[src/rtl/mem_fifo_ctrl_if.sv]
// mem_fifo_ctrl_if: stream and RAM-port bundle for mem_fifo_ctrl.
// The slave modport is the controller's view. The master modport is the
// surrounding producer/consumer/RAM view.
interface mem_fifo_ctrl_if #(
    parameter int XLEN = 32,
    parameter int SIZE = 256
);
    localparam int ADDR = $clog2(SIZE);

    // producer side
    logic            in_valid;
    logic            in_ready;
    logic [XLEN-1:0] in_data;

    // consumer side
    logic            out_valid;
    logic            out_ready;
    logic [XLEN-1:0] out_data;

    // simple dual-port RAM side
    logic [ADDR-1:0] mem_write_addr;
    logic [XLEN-1:0] mem_write_data;
    logic [ADDR-1:0] mem_read_addr;
    logic [XLEN-1:0] mem_read_data;

    modport slave (
        input  in_valid,
        input  in_data,
        output in_ready,
        output out_valid,
        output out_data,
        input  out_ready,
        output mem_write_addr,
        output mem_write_data,
        output mem_read_addr,
        input  mem_read_data
    );

    modport master (
        output in_valid,
        output in_data,
        input  in_ready,
        input  out_valid,
        input  out_data,
        output out_ready,
        input  mem_write_addr,
        input  mem_write_data,
        input  mem_read_addr,
        output mem_read_data
    );
endinterface

[src/rtl/mem_fifo_ctrl.sv]
// mem_fifo_ctrl: FIFO controller wrapped around a simple dual-port RAM that
// writes on every edge and returns read data one cycle after the address.
// The controller owns both pointers, RAM occupancy, the read-return credit and
// a 3-entry output buffer that absorbs the RAM read latency.
// Optional feature: define MEM_FIFO_LEVEL_EN to add the registered 'level'
// output (total words held: RAM + in flight + output buffer).
module mem_fifo_ctrl #(
    parameter int XLEN = 32,
    parameter int SIZE = 256
) (
    input  logic                   clk,
    input  logic                   rst,
`ifdef MEM_FIFO_LEVEL_EN
    output logic [$clog2(SIZE):0]  level,
`endif
    mem_fifo_ctrl_if.slave         bus
);
    localparam int ADDR = $clog2(SIZE);
    localparam int LW   = ADDR + 1;
    // The slot at wr_ptr is overwritten every edge, so one slot stays empty.
    localparam logic [ADDR-1:0] RAM_MAX = ADDR'(SIZE - 1);

    // Pointers and occupancy
    logic [ADDR-1:0] wr_ptr;
    logic [ADDR-1:0] rd_ptr;
    logic [ADDR-1:0] ram_cnt;
    logic [ADDR-1:0] ram_cnt_nxt;

    // Read-return credit and output buffer bookkeeping
    logic [1:0]      inflight;
    logic [1:0]      inflight_nxt;
    logic [1:0]      obuf_cnt;
    logic [1:0]      obuf_cnt_nxt;
    logic [1:0]      obuf_head;
    logic [1:0]      obuf_tail;
    logic [XLEN-1:0] obuf [3];

    // vld_p1: a read issued last cycle has its data on mem_read_data now
    logic            vld_p1;
    logic            in_ready_q;

    logic            push;
    logic            pop;
    logic            issue;
    logic            cap;

    // Advance a 0..2 ring index.
    function automatic logic [1:0] inc3(input logic [1:0] idx);
        return (idx == 2'd2) ? 2'd0 : idx + 2'd1;
    endfunction

    // Credit check: buffered + returning words must leave room for one more.
    function automatic logic has_credit(input logic [1:0] ob, input logic [1:0] fl);
        return ({1'b0, ob} + {1'b0, fl}) < 3'd3;
    endfunction

    // Handshakes, read issue and next-state counter arithmetic.
    always_comb begin
        push         = bus.in_valid && in_ready_q;
        pop          = (obuf_cnt != 2'd0) && bus.out_ready;
        issue        = (ram_cnt != '0) && has_credit(obuf_cnt, inflight);
        cap          = vld_p1;

        ram_cnt_nxt  = ram_cnt;
        unique case ({push, issue})
            2'b10:   ram_cnt_nxt = ram_cnt + ADDR'(1);
            2'b01:   ram_cnt_nxt = ram_cnt - ADDR'(1);
            default: ram_cnt_nxt = ram_cnt;
        endcase

        inflight_nxt = inflight + 2'(issue) - 2'(cap);
        obuf_cnt_nxt = obuf_cnt + 2'(cap) - 2'(pop);
    end

    // RAM port and stream outputs; all handshake outputs come from registers.
    assign bus.mem_write_addr = wr_ptr;
    assign bus.mem_write_data = bus.in_data;
    assign bus.mem_read_addr  = rd_ptr;
    assign bus.in_ready       = in_ready_q;
    assign bus.out_valid      = (obuf_cnt != 2'd0);
    assign bus.out_data       = obuf[obuf_head];

    // Control state: pointers, counters, return pipeline valid, ready flag.
    always_ff @(posedge clk or posedge rst) begin
        if (rst) begin
            wr_ptr     <= '0;
            rd_ptr     <= '0;
            ram_cnt    <= '0;
            inflight   <= 2'd0;
            obuf_cnt   <= 2'd0;
            obuf_head  <= 2'd0;
            obuf_tail  <= 2'd0;
            vld_p1     <= 1'b0;
            in_ready_q <= 1'b0;
        end else begin
            if (push) begin
                wr_ptr <= wr_ptr + ADDR'(1);
            end
            if (issue) begin
                rd_ptr <= rd_ptr + ADDR'(1);
            end
            if (cap) begin
                obuf_tail <= inc3(obuf_tail);
            end
            if (pop) begin
                obuf_head <= inc3(obuf_head);
            end
            ram_cnt    <= ram_cnt_nxt;
            inflight   <= inflight_nxt;
            obuf_cnt   <= obuf_cnt_nxt;
            vld_p1     <= issue;
            in_ready_q <= (ram_cnt_nxt != RAM_MAX);
        end
    end

    // Output buffer storage: capture the RAM word returning this cycle.
    always_ff @(posedge clk) begin
        if (cap) begin
            obuf[obuf_tail] <= bus.mem_read_data;
        end
    end

`ifdef MEM_FIFO_LEVEL_EN
    // Total occupancy, tracking the counters on the same edge.
    always_ff @(posedge clk or posedge rst) begin
        if (rst) begin
            level <= '0;
        end else begin
            level <= LW'(ram_cnt_nxt) + LW'(inflight_nxt) + LW'(obuf_cnt_nxt);
        end
    end
`endif

    // The credit rule must keep the output buffer from overflowing.
    obuf_no_overflow: assert property (@(posedge clk) disable iff (rst)
        !(cap && !pop && (obuf_cnt == 2'd3)));

    // RAM occupancy never exceeds SIZE-1 nor drops below zero.
    ram_cnt_bounds: assert property (@(posedge clk) disable iff (rst)
        !(push && !issue && (ram_cnt == RAM_MAX)) && !(issue && (ram_cnt == '0)));

endmodule

[src/flat_wrapper.sv]
// flat-port wrapper written by rule: the top's interface ports become plain ports
module mem_fifo_ctrl_flat 
#(
    parameter int XLEN = 32,
    parameter int SIZE = 256
)
  (clk, rst, bus_in_valid, bus_in_data, bus_in_ready, bus_out_valid, bus_out_data, bus_out_ready, bus_mem_write_addr, bus_mem_write_data, bus_mem_read_addr, bus_mem_read_data);
  mem_fifo_ctrl_if #(.XLEN(XLEN), .SIZE(SIZE)) bus_i ();
  input  logic clk;
  input  logic rst;
  input wire logic [$bits(bus_i.in_valid)-1:0] bus_in_valid;
  input wire logic [$bits(bus_i.in_data)-1:0] bus_in_data;
  output wire logic [$bits(bus_i.in_ready)-1:0] bus_in_ready;
  output wire logic [$bits(bus_i.out_valid)-1:0] bus_out_valid;
  output wire logic [$bits(bus_i.out_data)-1:0] bus_out_data;
  input wire logic [$bits(bus_i.out_ready)-1:0] bus_out_ready;
  output wire logic [$bits(bus_i.mem_write_addr)-1:0] bus_mem_write_addr;
  output wire logic [$bits(bus_i.mem_write_data)-1:0] bus_mem_write_data;
  output wire logic [$bits(bus_i.mem_read_addr)-1:0] bus_mem_read_addr;
  input wire logic [$bits(bus_i.mem_read_data)-1:0] bus_mem_read_data;
  assign bus_i.in_valid = bus_in_valid;
  assign bus_i.in_data = bus_in_data;
  assign bus_in_ready = bus_i.in_ready;
  assign bus_out_valid = bus_i.out_valid;
  assign bus_out_data = bus_i.out_data;
  assign bus_i.out_ready = bus_out_ready;
  assign bus_mem_write_addr = bus_i.mem_write_addr;
  assign bus_mem_write_data = bus_i.mem_write_data;
  assign bus_mem_read_addr = bus_i.mem_read_addr;
  assign bus_i.mem_read_data = bus_mem_read_data;
  mem_fifo_ctrl #(.XLEN(XLEN), .SIZE(SIZE)) u_core (.clk(clk), .rst(rst), .bus(bus_i));
endmodule
[config.mk]
export PLATFORM = sky130hd
export DESIGN_NAME = mem_fifo_ctrl_flat
export DESIGN_NICKNAME = d
export VERILOG_FILES = /design/src/rtl/mem_fifo_ctrl_if.sv /design/src/rtl/mem_fifo_ctrl.sv /design/src/flat_wrapper.sv
export SDC_FILE = /design/constraint.sdc
export NUM_CORES = 1
export LEC_CHECK = 0
export ABC_AREA = 0
export ABC_CLOCK_PERIOD_IN_PS = 4200
export CORE_MARGIN = 3
export CORE_UTILIZATION = 50
export CTS_BUF_LIST = sky130_fd_sc_hd__clkbuf_4 sky130_fd_sc_hd__clkbuf_8
export DETAILED_ROUTE_END_ITERATION = 6
export PLACE_DENSITY_LB_ADDON = 0.1
export SLEW_MARGIN = 5
export SYNTH_ARGS = -nofsm -noshare
export SYNTH_HDL_FRONTEND = slang
export SYNTH_SLANG_ARGS = --single-unit
[constraint.sdc]
create_clock -name clk -period 4.2 [get_ports clk]
set_clock_uncertainty 0.2 [all_clocks]
set_input_delay 0.63 -clock clk [delete_from_list [all_inputs] [get_ports clk]]
set_output_delay 0.63 -clock clk [all_outputs]
set_load 0.05 [all_outputs]
Word-level counts from Yosys, hierarchy flattened

Memory sizes are Yosys's and may differ from the RTL's.
Index checks and enable logic that the tools add are counted.

Bits in registers: 34
RAM bits: 96
Input bits: 68
Output and inout port bits: 82
Logic and storage cells: 37
Memories kept: 1

Memories:

| name        | depth | width | read ports | clocked after Yosys merged registers in | write ports | RTL line            | text |
|---|---|---|---|---|---|---|---|
| u_core.obuf | 3     | 32    | 1          | 0                                       | 1           | mem_fifo_ctrl.sv:36 | `logic [XLEN-1:0] obuf [3];` |

$add $sub $neg: 11
Order comparisons: 1
Equal/unequal tests: 5
Mux-type cells: 5
Reductions and logical operators: 5

Operator list:

| operator                                            | number |
|---|---|
| adder 8 x 1 -> 8 bit (second input constant)        | 3 |
| one-hot mux 8 bit (2 select lines)                  | 1 |
| inequality test 8 bit (second input constant)       | 1 |
| nonzero test 8 bit                                  | 1 |
| subtractor 8 x 1 -> 8 bit (second input constant)   | 1 |
| == test 2 bit (second input constant)               | 3 |
| adder 2 x 1 -> 2 bit                                | 2 |
| adder 2 x 1 -> 2 bit (second input constant)        | 2 |
| two-way mux 2 bit                                   | 2 |
| subtractor 2 x 1 -> 2 bit                           | 2 |
| adder 2 x 2 -> 3 bit                                | 1 |
| logical AND 1 bit                                   | 3 |
| < comparator 3 x 2 -> 1 bit (second input constant) | 1 |
| == test 2 x 1 -> 1 bit (second input constant)      | 1 |
| two-way mux 1 bit                                   | 2 |
| nonzero test 2 bit                                  | 1 |

Logic depth before layout (Yosys ltp)

Depth after elaboration: 6
Depth in mapped cells: 14
Mapped depth without buffers: 13

Worst setup path after synthesis

No wires, ideal clock.

Path type: reg2reg
Start point: reg u_core.obuf_cnt[0]
End point: reg u_core.in_ready_q, in the netlist u_core.bus.in_ready
Library setup time: 135 ps
Arrival time: 3397 ps
Data required time: 3865 ps
Setup slack: 468 ps
Cell stages (with the launch flop): 15
Period minus slack after synthesis: 3732 ps
Cells stage by stage: dfrtp_1 ha_1 fa_1 a221oi_2 o31a_1 buf_6 xor2_1 ha_1 nor4_1 a211o_1 or3b_1 a21oi_1 xor2_1 and3_1 nand4_1

Longest elaborated chain between the ends: 6

Ends and longest elaborated chain:

| item                                                    | RTL line             | text |
|---|---|---|
| start, declared                                         | mem_fifo_ctrl.sv:32  | `logic [1:0] obuf_cnt;` |
| start signal, assigned                                  | mem_fifo_ctrl.sv:110 | `obuf_cnt <= obuf_cnt_nxt;` |
| adder 2 x 2 -> 3 bit (*)                                | mem_fifo_ctrl.sv:54  | `return ({1'b0, ob} + {1'b0, fl}) < 3'd3;` |
| < comparator 3 x 2 -> 1 bit (*)                         | mem_fifo_ctrl.sv:54  |  |
| logical AND 1 bit (*)                                   | mem_fifo_ctrl.sv:61  | `issue = (ram_cnt != '0) && has_credit(obuf_cnt, inflight);` |
| == test 2 x 1 -> 1 bit or == test 2 bit (tied branches) | mem_fifo_ctrl.sv:65  | `unique case ({push, issue})` |
| one-hot mux 8 bit (2 select lines) (*)                  | mem_fifo_ctrl.sv:65  |  |
| via u_core.ram_cnt_nxt[4]                               | mem_fifo_ctrl.sv:27  | `logic [ADDR-1:0] ram_cnt_nxt;` |
| inequality test 8 bit (*)                               | mem_fifo_ctrl.sv:112 | `in_ready_q <= (ram_cnt_nxt != RAM_MAX);` |
| end signal, assigned                                    | mem_fifo_ctrl.sv:112 |  |
| end, declared                                           | mem_fifo_ctrl.sv:40  | `logic in_ready_q;` |

Mark *: on every way through the listed nets, which the timed path passes. The rest lies on a longest branch.
A chain may end at the register's enable or synchronous reset.

Worst setup path in the final report

Ends and elaborated chain as after synthesis.

==> reports/metrics.cfg <==
[setup_path]
critPathMaxFanout = 6
crit_family = compound AO/OA/AOI/OAI gates
cp_data_required_time_ns = 4.29
worst_setup_path_end_kind = flop
crit_path_top_delay_cell = fa_1
crit-reg2reg-launch = u_core.obuf_cnt[0]
r2r_end = u_core.bus.in_ready
cp.arrival_ns = 4.01
max_stage_delay_ns = 0.55
worst-r2r-setup-slack_ns = 0.28
critPathKind = flop to flop
critPathBufInv = 0
reg2reg_depth = 13
cp_cell_sequence = ha_1 -> fa_1 -> a221oi_4 -> o31a_1 -> xor2_1 -> ha_1 -> nor4_1 -> a211o_1 -> or3b_1 -> a21oi_1 -> xor2_1 -> and3_1 -> nand4_1
start_kind = flop

[route]
num_vias = 3286
first_iter_violations = 144
viasPerCell = 5.20
dr.pass1.iters = 4
wl_um = 10200
wl_per_cell_um = 16.1
antenna_left = 0
drc = 0

[clock_tree]
numClockSinks = 130
htree_levels = 4
clk_latency_ns = 0.42
clock_path_buffers = 2
postCtsHoldBufs = 0
cts_setup_buffers = 0
clockRootBuffer = clkbuf_8
cts_tree = built
cts_buffers = 17
cts.clk_slew.worst_paths_ns = 0.08

[layout]
fin_nets = 556
multiInputGateArea_mm2 = 0.00161
stdcell_area_mm2 = 0.00685
syn2layout_area_growth_pct = 20.7
drive_gt1_share_pct = 10.8
fillers = 867
seq_area_mm2 = 0.00374
antenna_cells = 0

[logic_synthesis]
synth.area.mux_share_pct = 6.43
yosys_register_bits = 130
synthFlopType = edfxtp_1
avgSynthCellArea_um2 = 13.5
synth_compound_area_share_pct = 6.85
async_reset_ff_share_pct = 26.2
yosys.area_share.xor_xnor_pct = 4.63
yosysWarnings = 0
ys_types = 48
synthAdderAreaFrac_pct = 2.12
syn-cell-area_mm2 = 0.00568
synth.net_count = 498
ys_seq_area_share_pct = 65.8
synth_cells = 421
synth-edff-count = 96
synth_top_family_by_area = simple AND/OR/NAND/NOR gates
yosys.area_share.simple_pct = 7.91

[outcome]
status = finished, final reports clean

[sta]
finalSetupViolCount = 0
rsz0062_at_grt = no
fin_crit_ns = 3.92
tightestPinTransition_ns = 1.02
worst_slack_ns = 0.284
tns_ns = 0
slew_headroom_pct = 31.5
post-route-period-util_pct = 93.2
finalHoldViolations = 0
fmax_mhz = 255
drv_slew = 0

[hold_path]
hp-class = flop to flop
whs_endpoint = u_core.bus.mem_write_addr[7]
hold_start = u_core.bus.mem_write_addr[7]
holdPathStages = 1

[floorplan]
fp.dieH_um = 113
floorplan.die_area_mm2 = 0.0127
die_x_um = 113
num_rows = 38
io_pins = 150
start_util_pct = 51.7
core_area_mm2 = 0.0110

[placed_design]
place_area_mm2 = 0.00645
io_buffers = 85
dp_slack_ns = 0.225
dp_hpwl_um = 6740
gp_congestion = 0.793

[grt]
grt_max_degree = 41
grt_remaining_overflow = 0
grt_pass1_wl_um = 16500
grt_pass1_vias = 3316
grt.total_usage_pct = 16.6
antenna_found_initial = 0

[power_and_ir_drop]
leakage_nw = 2.53
peakVddDrop_uv = 521
powerDensity_mw_per_mm2 = 933

[run]
max_cap_violations = 0

==> logic make-up (layout without fill, tap and decap cells) <==
group / after synthesis / in the layout
flip-flops: 130 / 130
AND/OR/NAND/NOR: 95 / 95
adder cells (fa/ha/maj): 9 / 9
XOR/XNOR: 30 / 30
buffers and inverters: 61 / 132
multiplexers: 36 / 36
AO/OA/AOI/OAI: 60 / 60
==> where the power goes <==
group	internal (W)	switching, W	leakage [nW]
clock network	0.000542	0.000493	0.192
registers	0.00183	0.000328	1.29
logic	0.00119	0.00201	1.04
total	0.00357	0.00283	2.53
==> registers in the layout, indices dropped and copies added, names as in the netlist <==
name,flops
u_core.inflight,2
u_core.bus.mem_read_addr,8
u_core.cap,1
u_core.obuf_head,2
u_core.bus.mem_write_addr,8
u_core.bus.in_ready,1
u_core.obuf_cnt,2
u_core.obuf_tail,2
u_core.obuf,96
u_core.ram_cnt,8
==> worst register-to-register path: stages (launching register included) <==
cell and delay [ns]:
dfrtp_1 0.40, ha_1 0.22, fa_1 0.55, a221oi_4 0.45, o31a_1 0.24, xor2_1 0.16
ha_1 0.23, nor4_1 0.06, a211o_1 0.31, or3b_1 0.35, a21oi_1 0.18, xor2_1 0.17
and3_1 0.17, nand4_1 0.10
==> placed cells by master, fill, tap and decap left out, types with 2 or more instances in the layout <==
master / Yosys / routed
mux2i_1: 32 / 32
inv_6: 0 / 6
o31a_1: 2 / 2
o21ai_0: 33 / 33
bufinv_16: 0 / 2
xnor2_1: 20 / 20
nand3_1: 4 / 4
a221o_1: 2 / 2
o21ai_1: 3 / 3
ha_1: 8 / 8
and3_1: 4 / 3
a21o_1: 2 / 2
buf_4: 32 / 7
nor2_4: 0 / 2
nor2b_1: 2 / 2
a21oi_1: 5 / 5
nand4_1: 7 / 7
clkbuf_8: 0 / 17
xor2_1: 10 / 10
dfrtp_2: 0 / 2
nor3_1: 3 / 3
clkdlybuf4s50_1: 0 / 85
clkinvlp_4: 0 / 3
dfrtp_1: 34 / 32
nor2_1: 14 / 12
mux2_2: 3 / 3
nand2_1: 47 / 47
edfxtp_1: 96 / 96
nor3b_1: 4 / 4
a31oi_1: 2 / 2
or2_2: 2 / 2
inv_1: 8 / 8
==> routing by layer <==
layer | up-vias | track usage (%) | share of wire (%)
met4 | 0 | 5.37 | 1.5
li1 | 1604 | - | -
met1 | 1575 | 20.5 | 43
met2 | 87 | 27.5 | 50
met5 | - | 0 | 0
met3 | 20 | 5.66 | 5.3
==> through the flow <==
step / total power [W] / hold slack, ns / instances / utilization [%]
global placement: 0.00535 / 0.261 / 600 / 58.7
floorplan: 0.00451 / 0.259 / 421 / -
detailed placement: 0.00540 / 0.276 / 600 / 58.7
finish: 0.00640 / 0.277 / 632 / 62.4
global route: 0.00678 / 0.308 / 632 / 62.4
CTS: 0.00645 / 0.285 / 632 / 62.3
==> timing repair <==
action,CTS,global route
setup endpoints to repair,0,1
hold endpoints to repair,0,0
resized for setup,0,1
==> cell usage after synthesis (3+ instances only) <==
master,n,area [um2]
nand4_1,7,43.8
xnor2_1,20,175
o21ai_0,33,165
xor2_1,10,87.6
ha_1,8,100
dfrtp_1,34,851
nor3b_1,4,30.0
buf_4,32,240
a21oi_1,5,25.0
edfxtp_1,96,2880
nand2_1,47,176
mux2i_1,32,320
mux2_2,3,33.8
o21ai_1,3,15.0
clkbuf_1,19,71.3
inv_1,8,30.0
nand3_1,4,20.0
nor2_1,14,52.6
nor3_1,3,15.0
and3_1,4,25.0
==> final cells by class <==
cell class,count,share of cell area (%)
tap,140,2.56
clock buffer,18,3.52
multi-input combinational,230,23.6
clock inverter,14,2.23
timing repair buffer,92,13.2
inverter,8,0.438
sequential,130,54.5
==> worst max-delay path by stage <==
| stage | start | end | slack, ns | cells after the start |
|---|---|---|---|---|
| 4_1_cts | u_core.obuf_cnt[0] | u_core.bus.in_ready | 0.22 | 13 |
| 3_3_place_gp | u_core.obuf_cnt[0] | u_core.bus.in_ready | 0.33 | 13 |
| 6_report | u_core.obuf_cnt[0] | u_core.bus.in_ready | 0.28 | 13 |
| 2_1_floorplan | u_core.obuf_cnt[0] | u_core.bus.in_ready | 0.47 | 14 |
| 3_5_place_dp | u_core.obuf_cnt[0] | u_core.bus.in_ready | 0.23 | 13 |
| 5_1_grt | u_core.obuf_cnt[0] | u_core.bus.in_ready | 0.07 | 13 |
Note: power is estimated with default switching activity, not from simulation.
